**src/rtl/vga_filter_controller.sv**
```systemverilog
// vga_filter_controller
//   Frame-synchronous controller for the VGA filter chain
//   (threshold -> brightness -> ADSR), clocked in the pixel-clock domain.
//   It debounces the three filter-enable keys and clamps the detector BPM
//   into the 8-bit filter range. It also turns asynchronous beat pulses into
//   one frame-aligned ADSR trigger plus a decaying pulse amplitude.
//   All configuration outputs are refreshed together on the edge that ends
//   the frame_start cycle (hcount == 0, vcount == V_TRIGGER), so a rendered
//   frame never sees mixed settings.
//
// Ports
//   clk              pixel clock
//   reset            synchronous, active-high
//   hcount, vcount   raster counters from vga_sync
//   key_n[2:0]       raw active-low keys {adsr, bright, thresh}, asynchronous
//   bpm_val[15:0]    BPM from the energy detector, 0 = no estimate
//   beat_detected    beat pulse of any width; its rising edge counts
//   thresh_en        threshold filter enable
//   bright_en        brightness filter enable
//   adsr_en          ADSR filter enable
//   BPM_estimate     clamped BPM shared by all filters
//   beat_trigger     one-cycle ADSR trigger
//   pulse_amplitude  ADSR pulse amplitude
//   cfg_update       one-cycle strobe marking the output refresh
//
// Build option
//   BEAT_HOLDOFF_EN  when defined, a pending beat fires only if at least
//                    HOLDOFF_FRAMES frames have passed since the last trigger.
//                    Otherwise the beat is dropped.

module vga_filter_controller #(
  parameter int         DEBOUNCE_CYCLES = 250000,
  parameter int         V_TRIGGER       = 480,
  parameter int         MIN_BPM         = 40,
  parameter int         MAX_BPM         = 200,
  parameter int         DEFAULT_BPM     = 100,
  parameter int         DECAY_STEP      = 16,
  parameter logic [2:0] ENABLE_RESET    = 3'b000
`ifdef BEAT_HOLDOFF_EN
  , parameter int       HOLDOFF_FRAMES  = 8
`endif
) (
  input  logic        clk,
  input  logic        reset,
  input  logic [9:0]  hcount,
  input  logic [9:0]  vcount,
  input  logic [2:0]  key_n,
  input  logic [15:0] bpm_val,
  input  logic        beat_detected,
  output logic        thresh_en,
  output logic        bright_en,
  output logic        adsr_en,
  output logic [7:0]  BPM_estimate,
  output logic        beat_trigger,
  output logic [7:0]  pulse_amplitude,
  output logic        cfg_update
);

  localparam int CW = $clog2(DEBOUNCE_CYCLES) + 1;

  localparam logic [1:0] IDLE    = 2'd0;
  localparam logic [1:0] PENDING = 2'd1;
  localparam logic [1:0] FIRE    = 2'd2;

  function automatic logic [7:0] clamp_bpm(input logic [15:0] v, input logic [7:0] prev);
    if (v == 16'd0)                 return prev;
    else if (v < 16'(MIN_BPM))      return 8'(MIN_BPM);
    else if (v > 16'(MAX_BPM))      return 8'(MAX_BPM);
    else                            return v[7:0];
  endfunction

  // Decrement in 9-bit signed arithmetic so a step past zero is seen as
  // negative and saturates instead of wrapping.
  function automatic logic [7:0] decay_amp(input logic [7:0] a);
    logic signed [8:0] d;
    d = $signed({1'b0, a}) - $signed(9'(DECAY_STEP));
    return (d < 0) ? 8'd0 : d[7:0];
  endfunction

  logic              frame_start;
  logic [2:0]        sync_p0, sync_p1;
  logic [2:0]        stable;
  logic [CW-1:0]     db_cnt [3];
  logic [2:0]        shadow;
  logic [2:0]        en_q;
  logic              beat_p0;
  logic              beat_rise;
  logic [1:0]        state, state_nxt;
  logic              hold_ok;
  logic              fire_now;

  assign frame_start = (hcount == 10'd0) && (vcount == 10'(V_TRIGGER));
  assign {adsr_en, bright_en, thresh_en} = en_q;

  // Stage p0/p1: two-flop synchronizer on the raw keys (released = 1)
  always_ff @(posedge clk) begin
    if (reset) begin
      sync_p0 <= 3'b111;
      sync_p1 <= 3'b111;
    end else begin
      sync_p0 <= key_n;
      sync_p1 <= sync_p0;
    end
  end

  // Stage p2: debounce, press detection and shadow enable toggling.
  // A level is accepted after DEBOUNCE_CYCLES consecutive differing cycles.
  // Only an accepted press (1 -> 0) toggles the shadow bit.
  always_ff @(posedge clk) begin
    if (reset) begin
      stable <= 3'b111;
      shadow <= ENABLE_RESET;
      for (int k = 0; k < 3; k++) db_cnt[k] <= '0;
    end else begin
      for (int k = 0; k < 3; k++) begin
        if (sync_p1[k] != stable[k]) begin
          if (db_cnt[k] == CW'(DEBOUNCE_CYCLES - 1)) begin
            stable[k] <= sync_p1[k];
            db_cnt[k] <= '0;
            if (!sync_p1[k]) shadow[k] <= ~shadow[k];
          end else begin
            db_cnt[k] <= db_cnt[k] + CW'(1);
          end
        end else begin
          db_cnt[k] <= '0;
        end
      end
    end
  end

  // Beat edge detect
  always_ff @(posedge clk) begin
    if (reset) beat_p0 <= 1'b0;
    else       beat_p0 <= beat_detected;
  end

  assign beat_rise = beat_detected & ~beat_p0;

`ifdef BEAT_HOLDOFF_EN
  localparam int HW = ($clog2(HOLDOFF_FRAMES + 1) > 4) ? $clog2(HOLDOFF_FRAMES + 1) : 4;
  logic [HW-1:0] hold_cnt;

  // Frames since the last trigger, saturating. Reset loads the ceiling so
  // that the first beat after reset is allowed to fire.
  always_ff @(posedge clk) begin
    if (reset) begin
      hold_cnt <= HW'(HOLDOFF_FRAMES);
    end else if (frame_start) begin
      if (fire_now)                             hold_cnt <= '0;
      else if (hold_cnt < HW'(HOLDOFF_FRAMES))  hold_cnt <= hold_cnt + HW'(1);
    end
  end

  assign hold_ok = (hold_cnt >= HW'(HOLDOFF_FRAMES));
`else
  assign hold_ok = 1'b1;
`endif

  // A rise on the frame_start cycle itself belongs to this frame, so IDLE can
  // go straight to FIRE.
  assign fire_now = frame_start && hold_ok &&
                    ((state == PENDING) || ((state == IDLE) && beat_rise));

  always_comb begin
    state_nxt = state;
    case (state)
      IDLE:    if (beat_rise) state_nxt = frame_start ? (hold_ok ? FIRE : IDLE) : PENDING;
      PENDING: if (frame_start) state_nxt = hold_ok ? FIRE : IDLE;
      FIRE:    state_nxt = beat_rise ? PENDING : IDLE;
      default: state_nxt = IDLE;
    endcase
  end

  // Output stage: every configuration output refreshes on the frame_start edge
  always_ff @(posedge clk) begin
    if (reset) begin
      state           <= IDLE;
      en_q            <= ENABLE_RESET;
      BPM_estimate    <= 8'(DEFAULT_BPM);
      beat_trigger    <= 1'b0;
      pulse_amplitude <= 8'd0;
      cfg_update      <= 1'b0;
    end else begin
      state        <= state_nxt;
      cfg_update   <= frame_start;
      beat_trigger <= fire_now;
      if (frame_start) begin
        en_q            <= shadow;
        BPM_estimate    <= clamp_bpm(bpm_val, BPM_estimate);
        pulse_amplitude <= fire_now ? 8'd255 : decay_amp(pulse_amplitude);
      end
    end
  end

endmodule

```
**config.mk**
```make
export PLATFORM = sky130hd
export DESIGN_NAME = vga_filter_controller
export DESIGN_NICKNAME = d
export VERILOG_FILES = /design/src/rtl/vga_filter_controller.sv
export SDC_FILE = /design/constraint.sdc
export NUM_CORES = 1
export LEC_CHECK = 0
export ABC_AREA = 1
export CAP_MARGIN = 20
export CORE_UTILIZATION = 56
export DETAILED_ROUTE_END_ITERATION = 16
export PLACE_DENSITY = 0.81
export SLEW_MARGIN = 0
export SYNTH_ARGS = -nofsm -noshare
export SYNTH_HDL_FRONTEND = slang
export SYNTH_SLANG_ARGS = --single-unit
```
**constraint.sdc**
```tcl
create_clock -name clk -period 2.21 [get_ports clk]
set_clock_uncertainty 0.05 [all_clocks]
set_input_delay 0.442 -clock clk [delete_from_list [all_inputs] [get_ports clk]]
set_output_delay 0.442 -clock clk [all_outputs]
set_load 0.05 [all_outputs]
```
==> metrics.txt, run 1 <==
clock period minus worst slack=between 2 and 2.5 ns; Worst Path Arrival=roughly 1.7 ns; Power Internal=~2600 uW; CP cell instances=clkdlybuf4s50_1; CTS H-tree lvls=3; Root Driver=clkbuf_8; fillers=about 630; vias in the first global route=roughly 4200; CP peak stage delay=around 0.85 ns; switching power=792 uW; Port Buffer Count=62; gr ovfl total=0; commonest non-fill, non-tap cell in the layout=nor2_1; Power Dens Cells=roughly 560 mW/mm^2; CP max stage cell=clkdlybuf4s50_1; Worst-Margin Slew=about 0.55 ns; full die area=0.00921 mm^2; largest net degree at the start of global routing=20; fraction of layout cells with a size suffix above 1=0.0556; Bufs and invs on worst path=1; required time worst endpoint=1.72 ns; I/O pins=63; Total Routing Usage GR=0.245; TritonCTS clock tree=yes; Final Hold Vio Count=0; setup TNS=0 ns; cell family with most CP delay=buffers and inverters; Post-synth ARST share=0; vias per cell=5.14; total power=~3400 uW; Initial DRC Count=slightly above 200; hold crit path type=reg -> reg; first-pass GRT wire length=between 15 and 20 mm; synthesis-to-finish area growth=23.6%; Clock Tree Buf Depth=2; Yosys warnings=0; initial antenna violation count=0; row count=33; Initial Util=0.590; RSZ-0062 raised after global routing=no; setup bufs post-CTS=0; post-route insts no fill=around 860; EDFF count, synth=57; Flop pwr share=0.551; Max Clk Rate=463 MHz; synthesized flop and latch total=90; maxcap violations=0; CTS Buf Count=9; drt total wl=a little over 10 mm; Die Width=roughly 96 um; placeable core area=0.00838 mm^2; # diodes=0; CP endpoint kind=output pin; power share of the clock group=0.376; Crit Path Class=reg -> out; sequential share of the synthesized area=0.480; placed cell count=approximately 850; most frequent cells in the layout=130 x nor2_1, 113 x nand2_1, 77 x inv_1, 62 x clkdlybuf4s50_1; Clk pin slew, worst setup/hold paths=~0.09 ns; GP Congestion=a little under 0.9; Pleak=between 0.002 and 0.0025 uW; Primary FF master, synth=edfxtp_1; First-pass DRT Iterations=5; Worst-Skew Late Latency=around 0.36 ns; Mapped Avg Cell Area=7.88 um^2; # DRC=0; Final nets=800; Syn Std Cell Area=between 0.004 and 0.005 mm^2; Slew headroom=0.633; total number of vias=4422; Peak VDD IR=a little over 0.3 mV; final count of pins violating max slew=0; Gate Count Post-Synth=628; CTS sink cnt=90; Storage cell area=roughly 0.0024 mm^2; switching part of the total=0.232; Combinational Power Share=0.073; CP Launch Type=register; status=finished clean; # setup viols final=0; Die Ht=96.0 um; Final period util=0.977; Avg WL per Cell=between 10 and 15 um; Post-DP HPWL=between 7 and 8 mm; Multi-input gate area=0.00242 mm^2; Synth cell types=36; Routed Antenna Nets=0; crit-path max FO=5
## area by class of cell
class | count | area share
tap | 105 | 0.0215
timing repair buffer | 67 | 0.108
clock inverter | 5 | 0.0102
sequential | 90 | 0.388
clock buffer | 11 | 0.0284
multi-input combinational | 505 | 0.396
inverter | 78 | 0.0479
## flip-flops by register name, indices dropped and copies added, names as in the netlist
name and cells:
sync_p1 3, cfg_update 1, sync_p0 3, en_q 3, stable 3, shadow 3, pulse_amplitude 5, beat_trigger 1
state 2, beat_p0 1, BPM_estimate 8, db_cnt 57
## what timing repair did
| item | CTS | global route |
|---|---|---|
| endpoints found under the setup margin | 0 | 3 |
| gates resized for setup | 0 | 1 |
| hold buffers | 0 | 0 |
## metal layers
layer  vias to the layer above  wire length [um]  track usage
li1                       2257                 -            -
met1                      2004              4390        0.292
met2                       145              4980        0.423
met3                        16               676       0.0545
met4                         0               172        0.106
met5                         -                 0            0
## stage by stage
| step | cell area (um^2) | setup slack (ns) | hold slack, ns | utilization |
|---|---|---|---|---|
| floorplan | 5160 | 0.437 | 0.339 | - |
| global placement | 5870 | 0.167 | 0.342 | 0.700 |
| detailed placement | 5870 | 0.103 | 0.345 | 0.700 |
| CTS | 6110 | 0.0288 | 0.367 | 0.728 |
| global route | 6110 | 0.00573 | 0.377 | 0.729 |
| finish | 6110 | 0.0519 | 0.365 | 0.729 |
## cells by family (layout without fill, tap and decap cells)
group	Yosys count	count (layout)	share of synthesized area
other	1	57	0.000758
buffers and inverters	89	161	0.0749
XOR/XNOR	22	22	0.0389
AO/OA/AOI/OAI	58	58	0.0612
adder cells (fa/ha/maj)	7	7	0.0177
flip-flops	90	90	0.480
AND/OR/NAND/NOR	361	361	0.327
## power by group through the flow
stage               Clock [uW]  Sequential [uW]  Combinational [uW]
global route              1390             1890                 284
global placement             0             1920                 235
detailed placement           0             1920                 243
CTS                       1300             1880                 244
finish                    1280             1880                 249
floorplan                    0             1910                 143
## final timing paths
path / from / slack [ns] / cells past startpoint / to
worst max-delay path: pulse_amplitude[2] / 0.05 / 1 / pulse_amplitude[1]
worst min-delay path: sync_p0[2] / 0.37 / 1 / sync_p1[2]
worst max register to register: db_cnt[0][0] / 0.24 / 7 / db_cnt[0][12]
worst min register to register: sync_p0[2] / 0.37 / 1 / sync_p1[2]
## cells in the mapped netlist, types with 3 or more instances
cell,n,share of area
ha_1,7,0.018
nand4_1,22,0.028
or2_2,8,0.010
nor2_1,130,0.099
o21ai_0,25,0.025
buf_6,3,0.0068
nand3b_1,3,0.0046
a21oi_1,27,0.027
nand2_1,113,0.086
dfxtp_1,33,0.13
xnor2_1,6,0.011
edfxtp_1,57,0.35
buf_4,3,0.0046
or2_1,3,0.0038
clkbuf_1,3,0.0023
nor3_1,23,0.023
nand3_1,41,0.041
nand3_2,3,0.0061
nor3_2,3,0.0061
xor2_1,16,0.028
inv_1,77,0.058
Power figures use the tool's default switching activity.
==> inputs of run 2 (changes only) <==
--- a/constraint.sdc
+++ b/constraint.sdc
@@ -4,2 +4,2 @@
 set_output_delay 0.442 -clock clk [all_outputs]
-set_load 0.05 [all_outputs]
+set_load 0.02 [all_outputs]
==> results of run 2 <==
Same layout as run 1 (identical final DEF). Status: finished clean.
Among the figures that moved: clock-pin slew on the worst setup and hold paths 0.09 ns -> 0.10 ns; setup slack after layout 0.0519 ns -> 0.239 ns; start point of the critical path pulse_amplitude[2] -> db_cnt[0][0]; end point of the critical path pulse_amplitude[1] -> db_cnt[0][12]
